### src/rtl/div_unit_pkg.sv
// Shared encodings for the RV32M iterative divider.
package div_unit_pkg;

   localparam logic [1:0] OP_DIV  = 2'b00;
   localparam logic [1:0] OP_DIVU = 2'b01;
   localparam logic [1:0] OP_REM  = 2'b10;
   localparam logic [1:0] OP_REMU = 2'b11;

   typedef enum logic [1:0] {
      IDLE = 2'b00,
      CALC = 2'b01,
      FIX  = 2'b10
   } state_t;

endpackage

### src/rtl/div_unit.sv
// Radix-2 restoring divider for DIV/DIVU/REM/REMU: one quotient bit per cycle,
// sign fix-up in a final cycle, single-cycle divide-by-zero path.

// One restoring step: shift {rem, quo} left, trial-subtract, keep on non-negative.
module div_step #(
   parameter int WIDTH = 32
) (
   input  logic [WIDTH-1:0] i_rem,
   input  logic [WIDTH-1:0] i_quo,
   input  logic [WIDTH-1:0] i_dvs,
   output logic [WIDTH-1:0] o_rem,
   output logic [WIDTH-1:0] o_quo
);
   logic [WIDTH:0] w_sh;
   logic [WIDTH:0] w_diff;

   // Stored remainder is always < divisor, so only the shifted trial value
   // needs the extra bit to carry the subtract sign.
   assign w_sh   = {i_rem, i_quo[WIDTH-1]};
   assign w_diff = w_sh - {1'b0, i_dvs};
   assign o_rem  = w_diff[WIDTH] ? w_sh[WIDTH-1:0] : w_diff[WIDTH-1:0];
   assign o_quo  = {i_quo[WIDTH-2:0], ~w_diff[WIDTH]};
endmodule

module div_unit
   import div_unit_pkg::*;
#(
   parameter int WIDTH = 32,
   parameter int CNT_W = 6
) (
   input  logic             clk,
   input  logic             resetn,
   input  logic             start,
   input  logic [1:0]       op,
   input  logic [WIDTH-1:0] dividend,
   input  logic [WIDTH-1:0] divisor,
   output logic [WIDTH-1:0] result,
   output logic             ready,
   output logic             busy
);
   state_t           r_state;
   logic [CNT_W-1:0] r_cnt;
   logic [WIDTH-1:0] r_rem;
   logic [WIDTH-1:0] r_quo;
   logic [WIDTH-1:0] r_dvs;
   logic             r_is_rem;
   logic             r_qneg;
   logic             r_rneg;
   logic [WIDTH-1:0] r_result;
   logic             r_ready;

   logic             w_signed;
   logic             w_a_neg;
   logic             w_b_neg;
   logic [WIDTH-1:0] w_a_mag;
   logic [WIDTH-1:0] w_b_mag;
   logic [WIDTH-1:0] w_rem_nxt;
   logic [WIDTH-1:0] w_quo_nxt;
   logic [WIDTH-1:0] w_quo_fix;
   logic [WIDTH-1:0] w_rem_fix;

   assign w_signed  = ~op[0];
   assign w_a_neg   = w_signed & dividend[WIDTH-1];
   assign w_b_neg   = w_signed & divisor[WIDTH-1];
   assign w_a_mag   = w_a_neg ? (~dividend + 1'b1) : dividend;
   assign w_b_mag   = w_b_neg ? (~divisor + 1'b1) : divisor;
   assign w_quo_fix = r_qneg ? (~r_quo + 1'b1) : r_quo;
   assign w_rem_fix = r_rneg ? (~r_rem + 1'b1) : r_rem;

   div_step #(.WIDTH(WIDTH)) u_step (
      .i_rem (r_rem),
      .i_quo (r_quo),
      .i_dvs (r_dvs),
      .o_rem (w_rem_nxt),
      .o_quo (w_quo_nxt)
   );

   always_ff @(posedge clk or negedge resetn) begin
      if (!resetn) begin
         r_state  <= IDLE;
         r_cnt    <= '0;
         r_rem    <= '0;
         r_quo    <= '0;
         r_dvs    <= '0;
         r_is_rem <= 1'b0;
         r_qneg   <= 1'b0;
         r_rneg   <= 1'b0;
         r_result <= '0;
         r_ready  <= 1'b0;
      end else begin
         r_ready <= 1'b0;
         case (r_state)
            IDLE: begin
               if (start) begin
                  r_is_rem <= op[1];
                  if (divisor == '0) begin
                     // Divide-by-zero answers immediately without iterating.
                     r_result <= op[1] ? dividend : '1;
                     r_ready  <= 1'b1;
                  end else begin
                     r_quo   <= w_a_mag;
                     r_dvs   <= w_b_mag;
                     r_rem   <= '0;
                     r_qneg  <= w_a_neg ^ w_b_neg;
                     r_rneg  <= w_a_neg;
                     r_cnt   <= CNT_W'(WIDTH);
                     r_state <= CALC;
                  end
               end
            end
            CALC: begin
               r_rem <= w_rem_nxt;
               r_quo <= w_quo_nxt;
               r_cnt <= r_cnt - 1'b1;
               if (r_cnt == CNT_W'(1)) r_state <= FIX;
            end
            FIX: begin
               r_result <= r_is_rem ? w_rem_fix : w_quo_fix;
               r_ready  <= 1'b1;
               r_state  <= IDLE;
            end
            default: r_state <= IDLE;
         endcase
      end
   end

   assign result = r_result;
   assign ready  = r_ready;
   assign busy   = (r_state != IDLE);
endmodule

### config.mk
export PLATFORM = sky130hd
export DESIGN_NAME = div_unit
export DESIGN_NICKNAME = d
export VERILOG_FILES = /design/src/rtl/div_unit_pkg.sv /design/src/rtl/div_unit.sv
export SDC_FILE = /design/constraint.sdc
export NUM_CORES = 1
export LEC_CHECK = 0
export BUFFER_PORTS_ARGS = -buffer_cell sky130_fd_sc_hd__buf_2
export CORE_AREA = 2 2 223 181
export CTS_CLUSTER_DIAMETER = 60
export CTS_CLUSTER_SIZE = 40
export DETAILED_ROUTE_END_ITERATION = 10
export DIE_AREA = 0 0 225 183
export PLACE_DENSITY = 0.49
export SLEW_MARGIN = 15
export SYNTH_ARGS = -nofsm -noshare
export SYNTH_HDL_FRONTEND = slang
export SYNTH_HIERARCHICAL = 1
export SYNTH_SLANG_ARGS = --single-unit
### constraint.sdc
create_clock -name clk -period 9.15 [get_ports clk]
set_input_delay 0.915 -clock clk [delete_from_list [all_inputs] [get_ports clk]]
set_output_delay 0.915 -clock clk [all_outputs]
set_load 0.01 [all_outputs]
==> results of run 1 <==
==> cell type report <==
type	instances	area, um2	share of cell area
Inverter	71	267	0.0208
Multi-Input combinational cell	1077	7190	0.561
Clock buffer	25	495	0.0387
Sequential cell	140	3500	0.274
Clock inverter	6	85.1	0.00664
Tap cell	502	628	0.0491
Timing Repair Buffer	118	637	0.0497
==> critical path, delay by kind of cell (launching register included) <==
| kind | cells | cell delay, ns |
|---|---|---|
| AND/OR/NAND/NOR | 4 | 0.82 |
| adder cells (fa/ha/maj) | 2 | 0.64 |
| flip-flops | 1 | 0.44 |
| multiplexers | 2 | 1.24 |
| AO/OA/AOI/OAI | 5 | 0.95 |
| buffers and inverters | 2 | 0.37 |
==> metrics by stage <==
step           cells  area (um2)  worst slack, ns   util  hold WS [ns]
2_1_floorplan   1403       11600             5.97      -         0.446
3_3_place_gp    1908       12200             4.69  0.314         0.461
3_5_place_dp    1908       12200             4.56  0.314         0.471
4_1_cts         1939       12800             4.54  0.329         0.480
5_1_grt         1939       12800             4.20  0.329         0.512
6_report        1939       12800             4.48  0.329         0.476
==> cell usage after synthesis (7+ instances only) <==
library cell	instances	area share
mux2_4	19	0.025
nand4_1	13	0.0070
a21oi_1	53	0.023
or3_1	15	0.0081
nor4_1	19	0.010
xnor2_1	81	0.061
o31ai_1	35	0.023
o21ai_0	144	0.062
or4_1	12	0.0078
buf_4	35	0.023
or2_2	7	0.0038
nand2b_1	16	0.0086
o21ai_1	21	0.0091
o211ai_1	27	0.017
mux2i_1	12	0.010
nand3b_1	22	0.014
buf_6	7	0.0068
a21o_1	18	0.012
nand3_1	39	0.017
and3_1	7	0.0038
nor2_1	69	0.022
buf_2	14	0.0060
a22oi_1	17	0.011
a31oi_1	13	0.0070
ha_1	38	0.041
nor3_1	31	0.013
inv_1	69	0.022
xor2_1	61	0.046
dfrtp_1	140	0.30
a222oi_1	8	0.0069
clkbuf_1	53	0.017
a221oi_1	8	0.0060
o41ai_1	13	0.0098
nand2_1	164	0.053
==> kinds of logic after synthesis <==
kind of cell               synth area share
xor gates and xnor gates              0.107
AOI/OAI and AO/OA                     0.228
and+or+nand+nor                       0.203
muxes                                0.0379
adders and majority gates            0.0428
DFF                                   0.302
buffers and inverters                0.0789
==> final timing paths <==
path | from | endpoint | slack [ns] | depth (start not counted)
worst max-delay path | r_quo[31] | r_rem[4] | 4.48 | 15
worst min-delay path | r_cnt[5] | r_cnt[5] | 0.48 | 1
worst max register to register | r_quo[31] | r_rem[4] | 4.48 | 15
worst min register to register | r_cnt[5] | r_cnt[5] | 0.48 | 1
max in group asynchronous | resetn | r_cnt[1] | 7.29 | 2
min in group asynchronous | resetn | r_rem[15] | 0.50 | 1
==> layer usage <==
layer | share of wire | wire, um
met1 | 0.51 | 20700
met2 | 0.41 | 16800
met3 | 0.064 | 2620
met4 | 0.010 | 422
met5 | 0.00032 | 13
==> state kept, by name, indices dropped and copies added, names as in the netlist, 2 cells and up <==
name	flops
r_cnt	6
r_dvs	32
r_quo	32
r_rem	32
r_state	2
result	32
==> power groups by stage <==
stage               combinational (W)  clock, W  sequential, W
floorplan                     0.00264         0        0.00122
detailed placement            0.00331         0        0.00134
global placement              0.00332         0        0.00133
finish                        0.00334  0.000717        0.00134
global route                  0.00372  0.000760        0.00138
CTS                           0.00333  0.000733        0.00133
==> metrics.md, run 1 <==
| Metric | Value |
|---|---|
| Status | complete, no violations |
| Remaining DRCs | 0 |
| Final min period | approximately 4.7 ns |
| RSZ-0062 raised after global routing | no |
| Initial Utilization | 0.297 |
| Worst min path class | reg2reg |
| Sw frac | 0.476 |
| Vias in the first global route | 10400 |
| Initial antenna violation count | 2 |
| Post-synthesis cell count | 1403 |
| Clk buf depth | 2 |
| Slowest stage delay, CP | ~0.8 ns |
| # fillers | 4125 |
| Met1 Use GR | 0.306 |
| Ant diodes | 0 |
| Most common cell after layout, fill and taps aside | nand2_1 |
| Worst slew pin tran | about 1.1 ns |
| CP Launch Type | flop |
| Pre-antenna DRT Iters | 7 |
| GR met3 Demand/Resource | 0.0471 |
| FF+latch count, synth | 140 |
| CTS root buf | clkbuf_16 |
| Internal | about 0.0028 W |
| Pin count of the biggest net entering global routing | 84 |
| Postcts setup bufs | 0 |
| Post-route ant nets | 0 |
| Worst Path Class, Setup | reg2reg |
| HPWL after DPL | 29900 um |
| Register share of total power | 0.247 |
| DIE WIDTH | around 230 um |
| VDD IR max | 244 uV |
| Crit-path slowest cell | mux2i_1 |
| Yosys warns | 6 |
| Synth-to-layout area growth | 10.5% |
| P_sw | about 0.0026 W |
| Cell repeated most along the worst path | o2111ai_1 |
| Grt ovf | 0 |
| Setup TNS | 0 ns |
| Design Power | approximately 0.0054 W |
| Distinct cells, synth | 90 |
| Clk_lat worst skew | approximately 0.45 ns |
| Initial DRC count | 851 |
| Pleak | 5.17 nW |
| Met2 Use GR | 0.290 |
| Logic pwr share | 0.620 |
| PD cells | roughly 420 mW/mm2 |
| Share of layout cells above drive strength 1 | 0.144 |
| GRT Util Overall | 0.202 |
| Cts bufs inserted | 17 |
| Max-Slew Margin vs Limit | 0.246 |
| Wirelength, routed | ~40000 um |
| Mapped Avg Cell Area | 8.26 um2 |
| Sink Count | 140 |
| Net count reported at finish | about 1500 |
| Sequential share of the synthesized area | 0.302 |
| CTS HTree Levels | 4 |
| CTS tree | yes |
| Vias per cell | 5.46 |
| Wirelength per Cell | between 20 and 25 um |
| Final hold vios | 0 |
| IO Count | 103 |
| Most frequent cells in the layout | nand2_1 (163), o21ai_0 (144), dfrtp_1 (140), buf_2 (101), xnor2_1 (81) |
| Max cap viols | 0 |
| Ys flop type | dfrtp_1 |
| Buffers on Ports | approximately 100 |
| Full die area | between 0.04 and 0.05 mm2 |
| FFs w/ async S/R, synth | 1.00 |
| Syn nets | 1511 |
| Busiest layer in global routing | met1 |
| Clock Skews | about 0.012 ns |
| Row count | between 60 and 70 |
| Final GP Congestion | approximately 0.86 |
| Post-synth EDFFs | 0 |
| Post-CTS sizing | 0 |
| Final slew viol count | 0 |
| Worst Path Arrival | 4.96 ns |
| Clock transition at path regs | 0.06 ns |
| Cell Area, Synth | between 0.01 and 0.015 mm2 |
| Worst Path Required | approximately 9.4 ns |
| Fmax | approximately 210 MHz |
| CP cell instances | inv_1 > ha_1 > fa_1 > and2b_1 > o2111ai_1 > a21oi_2 > o2111ai_1 > a211oi_2 > nor2_2 > mux2i_1 > and2_4 > inv_2 > mux2_1 > nand2_1 > o21ai_0 |
| Core area | between 0.03 and 0.04 mm2 |
| Die height | between 150 and 200 um |
| Tcrit/Tclk final | 0.510 |
| Final setup violating endpoints | 0 |
| First-pass GRT wire length | about 64000 um |
| CP max FO | 22 |
| Crit. End Element | flop |
| Hold buffer count at CTS | 0 |
| Vias | ~11000 |
| Clock power frac | 0.133 |
(Power assumes the default switching activity.)
==> run 2: changes to the inputs <==
ABC_AREA = 1   (was unset)
CORE_AREA = 2 2 238 193   (was 2 2 223 181)
DIE_AREA = 0 0 240 195   (was 0 0 225 183)
PLACE_DENSITY = 0.48   (was 0.49)
clock period = 4.7 ns   (was 9.15 ns; I/O delays follow)
==> run 2 against run 1 <==
  * Via count increased by 35%
  * Sequential share of layout area decreased by 3.3 points
  * Fmax increased by 70%
  * Sequential power increased by 9.7%
  * Clock power increased by 99%
  * Count of clock-buffer cells in the layout decreased by 8
  * Synthesized area increased by 14%
  * Routed wire length increased by 20%
  * Setup slack got worse by 2.5 ns
  * Non-clock buffer count decreased by 7
  * Critical path type unchanged
  * Critical endpoint is now r_rem[16]
  * Largest power group unchanged
==> metrics.md, run 2 <==
| Metric | Value |
|---|---|
| Status | complete, no violations |
| Final slew viol count | 0 |
| CP top delay family | simple AND/OR/NAND/NOR gates |
| Final worst slack | between 1.5 and 2 ns |
| Post-route ant nets | 0 |
| Ant diodes | 0 |
| CTS HTree Levels | 4 |
| Share of layout cells above drive strength 1 | 0.0799 |
| HPWL after DPL | between 30000 and 40000 um |
| Clock transition at path regs | roughly 0.07 ns |
| CP cell instances | inv_1 > fa_1 > inv_1 > nand2_1 > nand2_1 > nand3_1 > nand2_2 > nand2_1 > nand2_2 > nand2_2 > nand2_2 > nand2_2 > nand2_4 > nand2_1 > nand2_1 > nand2_1 > o21ai_1 |
| Design Power | 0.00513 W |
| FF+latch count, synth | 140 |
| Vias | 14300 |
| Clk buf depth | 2 |
| Final Core Density | 0.330 |
| Distinct cells, synth | 38 |
| Synth-to-layout area growth | 10.7% |
| Initial antenna violation count | 1 |
| Synth top cells by count | nand2_1 (754), inv_1 (293), nand3_1 (251), nor2_1 (241), dfrtp_1 (140) |
| Leading area contributor after synthesis | dfrtp_1 |
| Worst r2r src | r_rem[0] |
| Remaining DRCs | 0 |
| Max cap viols | 0 |
| Crit. End Element | flop |
| Ys flop type | dfrtp_1 |
| Setup TNS | 0 ns |
| Tcrit/Tclk final | 0.584 |
| GRT Util Overall | 0.212 |
| Syn nets | 2347 |
| Wirelength per Cell | ~17 um |
| Pleak | around 7.7 nW |
| Worst slew pin tran | approximately 1.0 ns |
| R2r setup slk | 1.96 ns |
| Fmax | around 360 MHz |
| Initial Utilization | 0.298 |
| Row count | between 60 and 70 |
| Pin count of the biggest net entering global routing | 63 |
| Full die area | roughly 0.047 mm2 |
| Worst Path Arrival | ~3.1 ns |
| Final hold vios | 0 |
| Critical path buffer and inverter count | 2 |
| Postcts setup bufs | 0 |
| Worst Path Class, Setup | reg2reg |
| Net count reported at finish | approximately 2400 |
| Area contributors post-synth | dfrtp_1 (27%), nand2_1 (21%), nand3_1 (9.5%), inv_1 (8.4%), nor2_1 (6.9%) |
| IO Count | a little over 100 |
| Critical path launch point | r_rem[0] |
| CTS tree | yes |
| First-pass GRT wire length | roughly 77000 um |
| Wirelength, routed | slightly below 50000 um |
| Cell repeated most along the worst path | nand2_1 |
| Sink Count | 140 |
| Pre-antenna DRT Iters | 5 |
| Final GP Congestion | ~0.90 |
| Worst min path class | in2async |
| Reg2Reg Depth | 17 |
| Clock Skews | 0.0244 ns |
| Worst Path Required | between 5 and 6 ns |
| Grt ovf | 0 |
| RSZ-0062 raised after global routing | no |
| Die height | ~200 um |
| Yosys warns | 6 |
| Count leader, synth | nand2_1 |
| Most frequent cells in the layout | nand2_1 (754), inv_1 (293), nand3_1 (251), nor2_1 (238), dfrtp_1 (140) |
| Buffers on Ports | roughly 100 |
| CP Launch Type | flop |
| Final min period | between 2 and 3 ns |
| Post-synth top area share | 0.266 |
| Post-CTS sizing | 0 |
| Crit-path slowest cell | dfrtp_1 |
| Max-Slew Margin vs Limit | 0.305 |
| DIE WIDTH | around 240 um |
| CTS root buf | clkbuf_16 |
| Mapped Avg Cell Area | between 5 and 6 um2 |
| Place WS | 1.68 ns |
| CP max FO | 33 |
| Clk_lat worst skew | 0.47 ns |
| VDD IR max | 283 uV |
| Post-synthesis cell count | 2239 |
| Hold buffer count at CTS | 0 |
| Sequential share of the synthesized area | 0.266 |
| Cts bufs inserted | 17 |
| Final setup violating endpoints | 0 |
| R2r endpoint | r_rem[16] |
| PD cells | around 350 mW/mm2 |
| Vias in the first global route | approximately 13000 |
| Core area | about 0.044 mm2 |
| Post-synth EDFFs | 0 |
| FFs w/ async S/R, synth | 1.00 |
| Cell Area, Synth | 0.0132 mm2 |
| Most common cell after layout, fill and taps aside | nand2_1 |
| Initial DRC count | 1409 |
| Slowest stage delay, CP | 0.53 ns |
| Vias per cell | ~4.9 |
## run 2: worst max path at each step
| stage | cells after the start | slack [ns] | endpoint |
|---|---|---|---|
| 6_report | 17 | 1.96 | r_rem[16] |
| 5_1_grt | 18 | 1.72 | r_rem[4] |
| 4_1_cts | 17 | 1.97 | r_rem[1] |
| 2_1_floorplan | 18 | 2.49 | r_rem[24] |
| 3_3_place_gp | 14 | 1.72 | r_quo[24] |
| 3_5_place_dp | 14 | 1.68 | r_quo[24] |
## run 2: cell families (layout without fill, tap and decap cells)
logic type	after synthesis	in the layout	synth area share
buffers and inverters	395	445	0.127
AOI/OAI and AO/OA	267	267	0.109
and+or+nand+nor	1351	1351	0.429
adders and majority gates	39	39	0.0376
xor gates and xnor gates	47	47	0.0313
DFF	140	140	0.266
## run 2: layout make-up
class / count / area [um2]
timing repair buffer: 111 / 584
sequential: 140 / 3500
inverter: 302 / 1130
clock inverter: 15 / 176
clock buffer: 17 / 425
tap: 603 / 754
multi-input combinational: 1704 / 8010
fill: 5074 / 29600
## run 2: where the power goes
group	total, W	internal (W)	leakage, nW	switching [W]
Sequential	0.00147	0.00131	1.84	0.000158
Clock	0.00143	0.000800	0.289	0.000628
Combinational	0.00223	0.000712	5.53	0.00152
## run 2: stage by stage
step | cells | hold slack [ns] | instance area [um2]
3_3_place_gp | 2860 | 0.467 | 14000
3_5_place_dp | 2860 | 0.472 | 14000
5_1_grt | 2892 | 0.0312 | 14600
6_report | 2892 | 0.000599 | 14600
2_1_floorplan | 2239 | 0.174 | 13200
4_1_cts | 2892 | 0.0177 | 14600
## run 2: routing by layer
metal  part of all wire  GRT usage
met1               0.53      0.338
met2               0.40      0.289
met3              0.054     0.0280
met4              0.020     0.0582
met5                  0          0
